<file path="config.mk">
export PLATFORM = sky130hd
export DESIGN_NAME = pconv_c1_ctrl
export DESIGN_NICKNAME = d
export VERILOG_FILES = /design/src/rtl/pconv_c1_ctrl_pkg.sv /design/src/rtl/pconv_c1_ctrl_addr_gen.sv /design/src/rtl/pconv_c1_ctrl.sv
export SDC_FILE = /design/constraint.sdc
export NUM_CORES = 1
export LEC_CHECK = 0
export ABC_AREA = 1
export CORE_UTILIZATION = 44
export CTS_BUF_LIST = sky130_fd_sc_hd__clkbuf_8
export DETAILED_ROUTE_END_ITERATION = 12
export GPL_TIMING_DRIVEN = 0
export HOLD_SLACK_MARGIN = 0.06
export PLACE_DENSITY_LB_ADDON = 0.12
export SKIP_LAST_GASP = 1
export SLEW_MARGIN = 40
export SYNTH_ARGS = -nofsm -noshare
export SYNTH_HDL_FRONTEND = slang
export SYNTH_SLANG_ARGS = --single-unit
export TNS_END_PERCENT = 50
</file>
<file path="constraint.sdc">
create_clock -name clk -period 2 [get_ports clk]
set_input_delay 0.6 -clock clk [delete_from_list [all_inputs] [get_ports clk]]
set_output_delay 0.6 -clock clk [all_outputs]
set_load 0.02 [all_outputs]
</file>
<file path="src/rtl/pconv_c1_ctrl_pkg.sv">
// Shared definitions for the first-layer pointwise conv sequencer.
//  - FSM state encodings (3-bit) and the state enum built on them.
//  - Helpers for the per-group pixel count and the counter widths.
package pconv_c1_ctrl_pkg;

    localparam logic [2:0] ENC_IDLE   = 3'd0;
    localparam logic [2:0] ENC_PARAM  = 3'd1;
    localparam logic [2:0] ENC_STREAM = 3'd2;
    localparam logic [2:0] ENC_DRAIN  = 3'd3;
    localparam logic [2:0] ENC_FIN    = 3'd4;

    typedef enum logic [2:0] {
        ST_IDLE   = ENC_IDLE,
        ST_PARAM  = ENC_PARAM,
        ST_STREAM = ENC_STREAM,
        ST_DRAIN  = ENC_DRAIN,
        ST_FIN    = ENC_FIN
    } state_t;

    // Pixels per group for a square feature map.
    function automatic int pix_count(input int side);
        return side * side;
    endfunction

    // Bits needed to hold every value 0..maxval inclusive (at least 1).
    function automatic int cnt_width(input int maxval);
        return (maxval < 1) ? 1 : $clog2(maxval + 1);
    endfunction

endpackage

</file>
<file path="src/rtl/pconv_c1_ctrl_addr_gen.sv">
// Counter bank for the conv sequencer.
//  Holds the pixel fetch counter, the output counter and the group index,
//  and forms the result write address grp*PIX + ocnt in AW bits.
// Ports:
//  clk, rst_n           clock, synchronous active-low reset
//  pix_inc / pix_clr    advance / clear the fetch counter (clear wins)
//  ocnt_inc / ocnt_clr  advance / clear the output counter (clear wins)
//  grp_inc / grp_clr    advance / clear the group index (clear wins)
//  pix, ocnt, grp       current counter values
//  out_addr             result RAM address for the current output
module pconv_addr_gen
    import pconv_c1_ctrl_pkg::*;
#(
    parameter int PIX        = 36,
    parameter int OUT_GROUPS = 2,
    parameter int AW         = 16
) (
    input  logic                              clk,
    input  logic                              rst_n,
    input  logic                              pix_inc,
    input  logic                              pix_clr,
    input  logic                              ocnt_inc,
    input  logic                              ocnt_clr,
    input  logic                              grp_inc,
    input  logic                              grp_clr,
    output logic [cnt_width(PIX)-1:0]         pix,
    output logic [cnt_width(PIX)-1:0]         ocnt,
    output logic [cnt_width(OUT_GROUPS)-1:0]  grp,
    output logic [AW-1:0]                     out_addr
);

    localparam int CW = cnt_width(PIX);
    localparam int GW = cnt_width(OUT_GROUPS);

    always_ff @(posedge clk) begin
        if (!rst_n) begin
            pix  <= '0;
            ocnt <= '0;
            grp  <= '0;
        end else begin
            if (pix_clr)
                pix <= '0;
            else if (pix_inc)
                pix <= pix + CW'(1);

            if (ocnt_clr)
                ocnt <= '0;
            else if (ocnt_inc)
                ocnt <= ocnt + CW'(1);

            if (grp_clr)
                grp <= '0;
            else if (grp_inc)
                grp <= grp + GW'(1);
        end
    end

    // Base-plus-offset, deliberately computed and wrapped in AW bits.
    assign out_addr = (AW'(grp) * AW'(PIX)) + AW'(ocnt);

endmodule

</file>
<file path="src/rtl/pconv_c1_ctrl.sv">
// Sequencer for the first-layer pointwise conv array.
//  For each output-channel group: fetch the group's parameter word, wait for
//  it to settle at the array, stream every pixel of the feature map into the
//  array, then wait until all of that group's outputs have been written.
//  A one-cycle done pulse follows the last group.
// Ports:
//  clk, rst_n       clock, synchronous active-low reset
//  start            one-cycle start request (honoured only when idle)
//  busy, done       job in progress / job complete pulse
//  fmap_rd_en/addr  feature RAM read port (1-cycle read latency)
//  fmap_rdata       feature RAM read data
//  param_rd_en/addr param ROM read port, one read per group
//  conv_input_vld/din  pixel stream into the array
//  conv_dout_vld    array output valid (all lanes)
//  out_wr_en/addr   result RAM write strobe and address
module pconv_c1_ctrl
    import pconv_c1_ctrl_pkg::*;
#(
    parameter int N          = 16,
    parameter int INPUT_SIZE = 6,
    parameter int OUT_GROUPS = 2,
    parameter int PARAM_LAT  = 2,
    parameter int AW         = 16
) (
    input  logic          clk,
    input  logic          rst_n,
    input  logic          start,
    output logic          busy,
    output logic          done,
    output logic          fmap_rd_en,
    output logic [AW-1:0] fmap_addr,
    input  logic [N-1:0]  fmap_rdata,
    output logic          param_rd_en,
    output logic [7:0]    param_addr,
    output logic          conv_input_vld,
    output logic [N-1:0]  conv_input_din,
    input  logic          conv_dout_vld,
    output logic          out_wr_en,
    output logic [AW-1:0] out_addr
);

    localparam int PIX = pix_count(INPUT_SIZE);
    localparam int CW  = cnt_width(PIX);
    localparam int GW  = cnt_width(OUT_GROUPS);
    localparam int PW  = cnt_width(PARAM_LAT);

    localparam logic [CW-1:0] PIX_ALL  = CW'(PIX);
    localparam logic [CW-1:0] PIX_LAST = CW'(PIX - 1);
    localparam logic [GW-1:0] GRP_LAST = GW'(OUT_GROUPS - 1);
    localparam logic [PW-1:0] PLAT     = PW'(PARAM_LAT);

    state_t          state;
    logic [PW-1:0]   pcnt;

    logic [CW-1:0]   pix;
    logic [CW-1:0]   ocnt;
    logic [GW-1:0]   grp;

    logic            accept;
    logic            count_en;
    logic            pix_last;
    logic            grp_last;
    logic            outputs_done;
    logic            drain_exit;

    assign accept   = (state == ST_IDLE) && start;
    assign count_en = (state == ST_STREAM) || (state == ST_DRAIN);
    assign pix_last = (pix == PIX_LAST);
    assign grp_last = (grp == GRP_LAST);

    // Outputs may start while pixels are still streaming, so counting runs
    // in both STREAM and DRAIN; anything the array signals elsewhere is dropped.
    assign out_wr_en = conv_dout_vld && count_en;

    // The write that brings ocnt to PIX ends the group in the same cycle.
    assign outputs_done = (ocnt == PIX_ALL) || (out_wr_en && (ocnt == PIX_LAST));
    assign drain_exit   = (state == ST_DRAIN) && outputs_done;

    pconv_addr_gen #(
        .PIX        (PIX),
        .OUT_GROUPS (OUT_GROUPS),
        .AW         (AW)
    ) u_addr (
        .clk      (clk),
        .rst_n    (rst_n),
        .pix_inc  ((state == ST_STREAM) && !pix_last),
        .pix_clr  (accept || ((state == ST_STREAM) && pix_last)),
        .ocnt_inc (out_wr_en),
        .ocnt_clr (accept || drain_exit),
        .grp_inc  (drain_exit && !grp_last),
        .grp_clr  (accept || (drain_exit && grp_last)),
        .pix      (pix),
        .ocnt     (ocnt),
        .grp      (grp),
        .out_addr (out_addr)
    );

    assign fmap_addr = AW'(pix);

    // The feature RAM output register already aligns read data with the
    // delayed valid, so the data is forwarded and only gated by valid.
    assign conv_input_din = conv_input_vld ? fmap_rdata : '0;

    always_ff @(posedge clk) begin
        if (!rst_n) begin
            state          <= ST_IDLE;
            pcnt           <= '0;
            busy           <= 1'b0;
            done           <= 1'b0;
            param_rd_en    <= 1'b0;
            param_addr     <= '0;
            fmap_rd_en     <= 1'b0;
            conv_input_vld <= 1'b0;
        end else begin
            done           <= 1'b0;
            param_rd_en    <= 1'b0;
            conv_input_vld <= fmap_rd_en;

            case (state)
                ST_IDLE: begin
                    if (start) begin
                        state       <= ST_PARAM;
                        busy        <= 1'b1;
                        param_rd_en <= 1'b1;
                        param_addr  <= '0;
                        pcnt        <= '0;
                    end
                end

                // Read cycle plus PARAM_LAT settle cycles before the first fetch.
                ST_PARAM: begin
                    if (pcnt == PLAT) begin
                        state      <= ST_STREAM;
                        fmap_rd_en <= 1'b1;
                        pcnt       <= '0;
                    end else begin
                        pcnt <= pcnt + PW'(1);
                    end
                end

                ST_STREAM: begin
                    if (pix_last) begin
                        state      <= ST_DRAIN;
                        fmap_rd_en <= 1'b0;
                    end
                end

                // Next group's parameters are only read once this group is fully
                // written, so weights never change under an in-flight pixel.
                ST_DRAIN: begin
                    if (outputs_done) begin
                        if (grp_last) begin
                            state <= ST_FIN;
                            busy  <= 1'b0;
                            done  <= 1'b1;
                        end else begin
                            state       <= ST_PARAM;
                            param_rd_en <= 1'b1;
                            param_addr  <= 8'(grp) + 8'd1;
                            pcnt        <= '0;
                        end
                    end
                end

                ST_FIN: begin
                    state <= ST_IDLE;
                end

                default: begin
                    state <= ST_IDLE;
                end
            endcase
        end
    end

endmodule

</file>
==> results_dict.tcl, run 1 <==
set metrics [dict create \
    critPathMaxFanout 2 \
    vias 1796 \
    max-clock-path-buffers 2 \
    row_count 23 \
    final_std_cells_w_o_fill 417 \
    wire_per_inst_um 9.535 \
    worst_clock_skew_ns 0.001098 \
    routed_wl_um 3976 \
    route.detailed.vias_per_inst 4.307 \
    syn_avg_cell_area_um2 6.739 \
    cellPowerDensity_mw_per_mm2 673.5 \
    slew_viol_final 0 \
    report.final.setup_viol 11 \
    power.leakage_nw 1.417 \
    rr_startpoint "u_addr.grp[0]" \
    gpl.final_weighted_congestion 0.9036 \
    crit-reg2reg-capture "pcnt[0]" \
    drive_gt1_share_pct 23.16 \
    antenna-diode-count 0 \
    layout.cells.most_common "nand2_1" \
    grt_max_degree 15 \
    cts.clk_slew.worst_paths_ns 0.09 \
    reg2reg_setup_slack_ns 0.48 \
    worst_setup_path_end_kind "output pin" \
    post-layout-total-power_mw 1.812 \
    antenna_found_initial 0 \
    grt_pass1_wl_um 6106 \
    floorplan.initialDensity_pct 46.34 \
    synth-warning-count 0 \
    max-cap-violations 0 \
    reg2regPathDepth 11 \
    rsz0062_at_grt "true" \
    synthesis.instances 277 \
    die-width_um 67.14 \
    layout_worst_path_cycle_share_pct 115.0 \
    drt-initial-drc-count 42 \
    clock-sinks 27 \
    ws_path_type "register to output pin" \
    syn2layout_area_growth_pct 44.17 \
    synth-seq-cells 27 \
    worst_min_path_class "register to register" \
    cts_buf_count 3 \
    netlist_area_mm2 0.001867 \
    post-route-worst-setup-slack_ns -0.2994 \
    outcome "finished, violations left" \
    yosysSeqAreaShare_pct 28.95 \
    grt_pass1_vias 1472 \
    fp.dieArea_mm2 0.004507 \
    cts-htree-levels 1 \
    top_level_ports 82 \
    synth.distinct_cells 29 \
    final.min_clock_period_ns 2.299 \
    core_mm2 0.004029 \
    hold_start "fmap_rd_en" \
    drt_pass1_iterations 4 \
    worst_ep_required_time_ns 1.40 \
    hold_end "conv_input_vld" \
    grt_use_total_pct 17.47 \
    hold-path-cell-count 2 \
    clock_latency_at_the_later_pin_of_the_worst_skew_pair_ns 0.27 \
    max_freq_mhz 434.9 \
    hpwl_um 3047 \
    most-common-layout-cells "nand2_1 (57), inv_1 (50), clkdlybuf4s50_1 (36)" \
    place.detailed.instances 407 \
    ctsHoldBuffers 0 \
    antenna_left 0 \
    power.ir.vdd_worst_v 0.0004816 \
    critical_path.startpoint_type "register" \
    nets 397 \
    final-hold-violation-count 0 \
    post-place-ws_ns -0.5610 \
    grt.overflow.total 0 \
    arrival_ns 1.70 \
    drc_errors 0 \
    violations_in_the_final_reports "negative setup slack" \
    cts_root_buf "clkbuf_8" \
    io_buffers 58 \
    cts_tree "done" \
    fp.dieH_um 67.14 \
]
-- layer usage --
| metal | wire, µm | up-vias | track usage, % |
|---|---|---|---|
| li1 | - | 973 | - |
| met1 | 1806 | 763 | 21.36 |
| met2 | 1809 | 55 | 30.38 |
| met3 | 311 | 5 | 3.041 |
| met4 | 49 | 0 | 6.383 |
| met5 | 0 | - | 0 |
-- stage by stage --
step           util [%]  area, µm²  hold WS [ns]  setup TNS [ns]
3_5_place_dp      64.66       2605        0.4362          -7.968
6_report          66.80       2691        0.4442          -1.201
2_1_floorplan         -       1962        0.4715               0
3_3_place_gp      64.66       2605        0.4374          -7.664
4_1_cts           66.68       2686        0.4490          -1.742
5_1_grt           66.80       2691        0.4632          -1.862
-- what timing repair did --
action,4_1_cts,5_1_grt
pin swaps,7,4
resized for setup,77,19
setup buffers,5,1
endpoints found under the setup margin,24,20
hold endpoints to repair,0,0
-- how the worst max path moves through the flow --
stage	end	slack (ns)	cells after the start	from
CTS	out_addr[6]	-0.29	7	u_addr.grp[0]
global placement	out_wr_en	-0.55	4	conv_dout_vld
global route	out_addr[6]	-0.35	7	u_addr.grp[0]
finish	out_addr[6]	-0.30	7	u_addr.ocnt[2]
detailed placement	out_wr_en	-0.56	4	conv_dout_vld
floorplan	out_addr[6]	0.02	6	u_addr.ocnt[2]
-- sequential cells by signal, indices dropped and copies added (netlist names) --
name	count
param_addr	3
u_addr.ocnt	6
pcnt	2
busy	1
u_addr.pix	6
done	1
u_addr.grp	2
fmap_rd_en	1
state	3
conv_input_vld	1
param_rd_en	1
-- cell families after synthesis --
family | Yosys count | synth area share (%)
other cells | 1 | 0.2009
compound gates | 20 | 5.831
xor+xnor | 9 | 4.222
simple gates | 128 | 32.51
flops | 27 | 28.95
buf+inv | 83 | 21.85
fa+ha+maj | 9 | 6.435
-- layout make-up --
cell class | instances | area [µm²]
plain buffers | 29 | 210.2
flip-flops and latches | 27 | 550.5
inverters | 54 | 202.7
clock inverters | 1 | 3.754
repair buffers | 64 | 558.0
clock buffers | 3 | 41.29
well taps | 50 | 62.56
multi-input cells | 189 | 1062
fillers | 381 | 1338
-- power by group --
part / switching [mW] / internal, mW
clock network: 0.163 / 0.138
registers: 0.0520 / 0.613
logic: 0.499 / 0.348
total: 0.714 / 1.10
-- worst max-delay path: stages (launching register included) --
cell and delay [ns]:
dfxtp_4 0.37, ha_4 0.13, inv_2 0.04, fa_2 0.39, nor2_4 0.15, a21oi_4 0.07
xor2_2 0.14, buf_6 0.13
-- cells in the mapped netlist --
cell	number	share of area, %
nand4_2	1	0.67
fa_1	1	1.1
buf_2	2	0.54
dfxtp_1	27	29
inv_2	2	0.40
nor2_1	35	7.0
clkbuf_1	2	0.40
nor2_4	2	1.2
or2_1	1	0.34
nand3_2	2	1.1
conb_1	1	0.20
xor2_1	5	2.3
nand2_2	3	1.0
xnor2_1	4	1.9
nand3_1	14	3.8
nand2_1	57	11
inv_1	52	10
nand4_1	6	2.0
nor3b_2	1	0.67
o21ai_0	4	1.1
a21boi_0	1	0.40
ha_1	8	5.4
o21ai_2	1	0.47
a21oi_1	13	3.5
buf_4	25	10
o31ai_1	1	0.40
nor3_1	3	0.80
nand2_4	1	0.60
nand3_4	2	1.9
No activity file was read; power rests on OpenSTA's default activity.
==> run 2: changes to the inputs <==
--- a/config.mk
+++ b/config.mk
@@ -12,6 +12,7 @@
 export GPL_TIMING_DRIVEN = 0
 export HOLD_SLACK_MARGIN = 0.06
 export PLACE_DENSITY_LB_ADDON = 0.12
+export RECOVER_POWER = 25
 export SKIP_LAST_GASP = 1
 export SLEW_MARGIN = 40
 export SYNTH_ARGS = -nofsm -noshare
==> results_dict.tcl, run 2 (synthesis results as in run 1) <==
set metrics [dict create \
    outcome "finished, violations left" \
    violations_in_the_final_reports "negative setup slack" \
    cts_buf_count 3 \
    final-hold-violation-count 0 \
    most-common-layout-cells "nand2_1 (58), inv_1 (50), nor2_1 (34), clkdlybuf4s50_1 (34), buf_4 (32)" \
    area.sequential_um2 550.5 \
    top_level_ports 82 \
    worst_setup_path_end_kind "output pin" \
    grt_max_degree 15 \
    grt.overflow.total 0 \
    arrival_ns 1.70 \
    fp.dieH_um 67.14 \
    worst_ep_required_time_ns 1.40 \
    slew_viol_final 0 \
    post-route-worst-setup-slack_ns -0.2989 \
    core_mm2 0.004029 \
    multi_input_area_mm2 0.001056 \
    wire_per_inst_um 9.501 \
    vias 1795 \
    max-clock-path-buffers 2 \
    drt-initial-drc-count 42 \
    nets 397 \
    final.setup.tns_ns -1.196 \
    critPathMaxFanout 2 \
    gpl.final_weighted_congestion 0.9036 \
    final.min_clock_period_ns 2.299 \
    worst_path_max_delay_cell "fa_2" \
    grt_pass1_wl_um 6106 \
    worst_clock_skew_ns 0.001338 \
    critPathBufInv 2 \
    syn2layout_area_growth_pct 43.77 \
    critical_path.startpoint_type "register" \
    max_freq_mhz 435.0 \
    cts.clk_slew.worst_paths_ns 0.09 \
    place.detailed.instances 407 \
    clock_latency_at_the_later_pin_of_the_worst_skew_pair_ns 0.27 \
    cts_root_buf "clkbuf_8" \
    fp.dieArea_mm2 0.004507 \
    n_fill_cell 382 \
    power.leakage_nw 1.414 \
    ws_path_type "register to output pin" \
    clock-sinks 27 \
    routed_wl_um 3962 \
    die-width_um 67.14 \
    drive_gt1_share_pct 22.34 \
    final_std_cells_w_o_fill 417 \
    critPathMaxStageDelay_ns 0.39 \
    io_buffers 58 \
    floorplan.initialDensity_pct 46.34 \
    max-cap-violations 0 \
    rsz0062_at_grt "true" \
    drc_errors 0 \
    layout.cells.most_common "nand2_1" \
    cts-htree-levels 1 \
    antenna-diode-count 0 \
    antenna_left 0 \
    grt_use_total_pct 17.47 \
    power.ir.vdd_worst_v 0.0004784 \
    grt_pass1_vias 1472 \
    worst_min_path_class "register to register" \
    crit_family "adder cells" \
    route.detailed.vias_per_inst 4.305 \
    cp_cell_sequence "ha_4, inv_2, fa_2, nor2_4, a21oi_4, xor2_2, buf_6" \
    antenna_found_initial 0 \
    cts_tree "done" \
    layout_worst_path_cycle_share_pct 114.9 \
    ctsHoldBuffers 0 \
    cellPowerDensity_mw_per_mm2 673.0 \
    row_count 23 \
    largest_registers_in_the_final_layout "u_addr.ocnt x6, u_addr.pix x6" \
    drt_pass1_iterations 4 \
    hpwl_um 3047 \
    report.final.setup_viol 11 \
]
## run 2: cell count changes in the layout (fill, tap and decap cells not counted)
cell / before / now
buf_2: 9 / 8
clkbuf_1: 0 / 1
clkdlybuf4s50_1: 36 / 34
dlygate4sd3_1: 0 / 2
nand2_1: 57 / 58
nand2_2: 3 / 2
o21ai_1: 0 / 1
o21ai_2: 1 / 0
## run 2: path summary, 6_finish.rpt
kind / slack, ns / cells past startpoint / startpoint / endpoint
hold reg to reg: 0.44 / 2 / fmap_rd_en / conv_input_vld
setup / recovery: -0.30 / 7 / u_addr.ocnt[2] / out_addr[6]
setup reg to reg: 0.48 / 11 / u_addr.grp[0] / pcnt[0]
hold / removal: 0.44 / 2 / fmap_rd_en / conv_input_vld
## run 2: metrics by stage
step	setup slack [ns]	hold slack (ns)	utilization (%)	area, µm²	power (mW)
2_1_floorplan	0.01571	0.4715	-	1962	1.282
3_3_place_gp	-0.5513	0.4374	64.66	2605	1.514
3_5_place_dp	-0.5610	0.4362	64.66	2605	1.528
4_1_cts	-0.2905	0.4490	66.68	2686	1.829
5_1_grt	-0.3536	0.4632	66.61	2684	1.952
6_report	-0.2989	0.4443	66.61	2684	1.806
## run 2: power by group
group | internal (mW) | leakage (nW) | switching [mW]
Sequential | 0.613 | 0.222 | 0.0520
Clock | 0.138 | 0.0269 | 0.164
Combinational | 0.344 | 1.16 | 0.495
Total | 1.10 | 1.41 | 0.711
## run 2: per-layer routing
metal	vias up	GRT usage, %	part of all wire, %
met5	-	0	0
li1	972	-	-
met3	5	3.041	7.5
met1	765	21.36	46
met4	0	6.383	1.2
met2	53	30.38	45
## run 2: worst register-to-register path, delay by kind of cell (launching register included)
kind / cells / cell delay [ns]
buffers and inverters: 5 / 0.48
and+or+nand+nor: 5 / 0.39
DFF: 1 / 0.37
adders and majority gates: 1 / 0.23
## run 2: area by class of cell
cell class,count,share of cell area [%]
tap,50,2.331
sequential,27,20.51
multi-input combinational,189,39.35
buffer,29,7.786
timing repair buffer,64,20.79
inverter,54,7.552
clock inverter,1,0.1399
clock buffer,3,1.538
## run 2: repair_timing
item                       CTS  global route
pin swaps                    7             4
setup endpoints to repair   24            20
buffers inserted             5             1
resized for setup           77            19
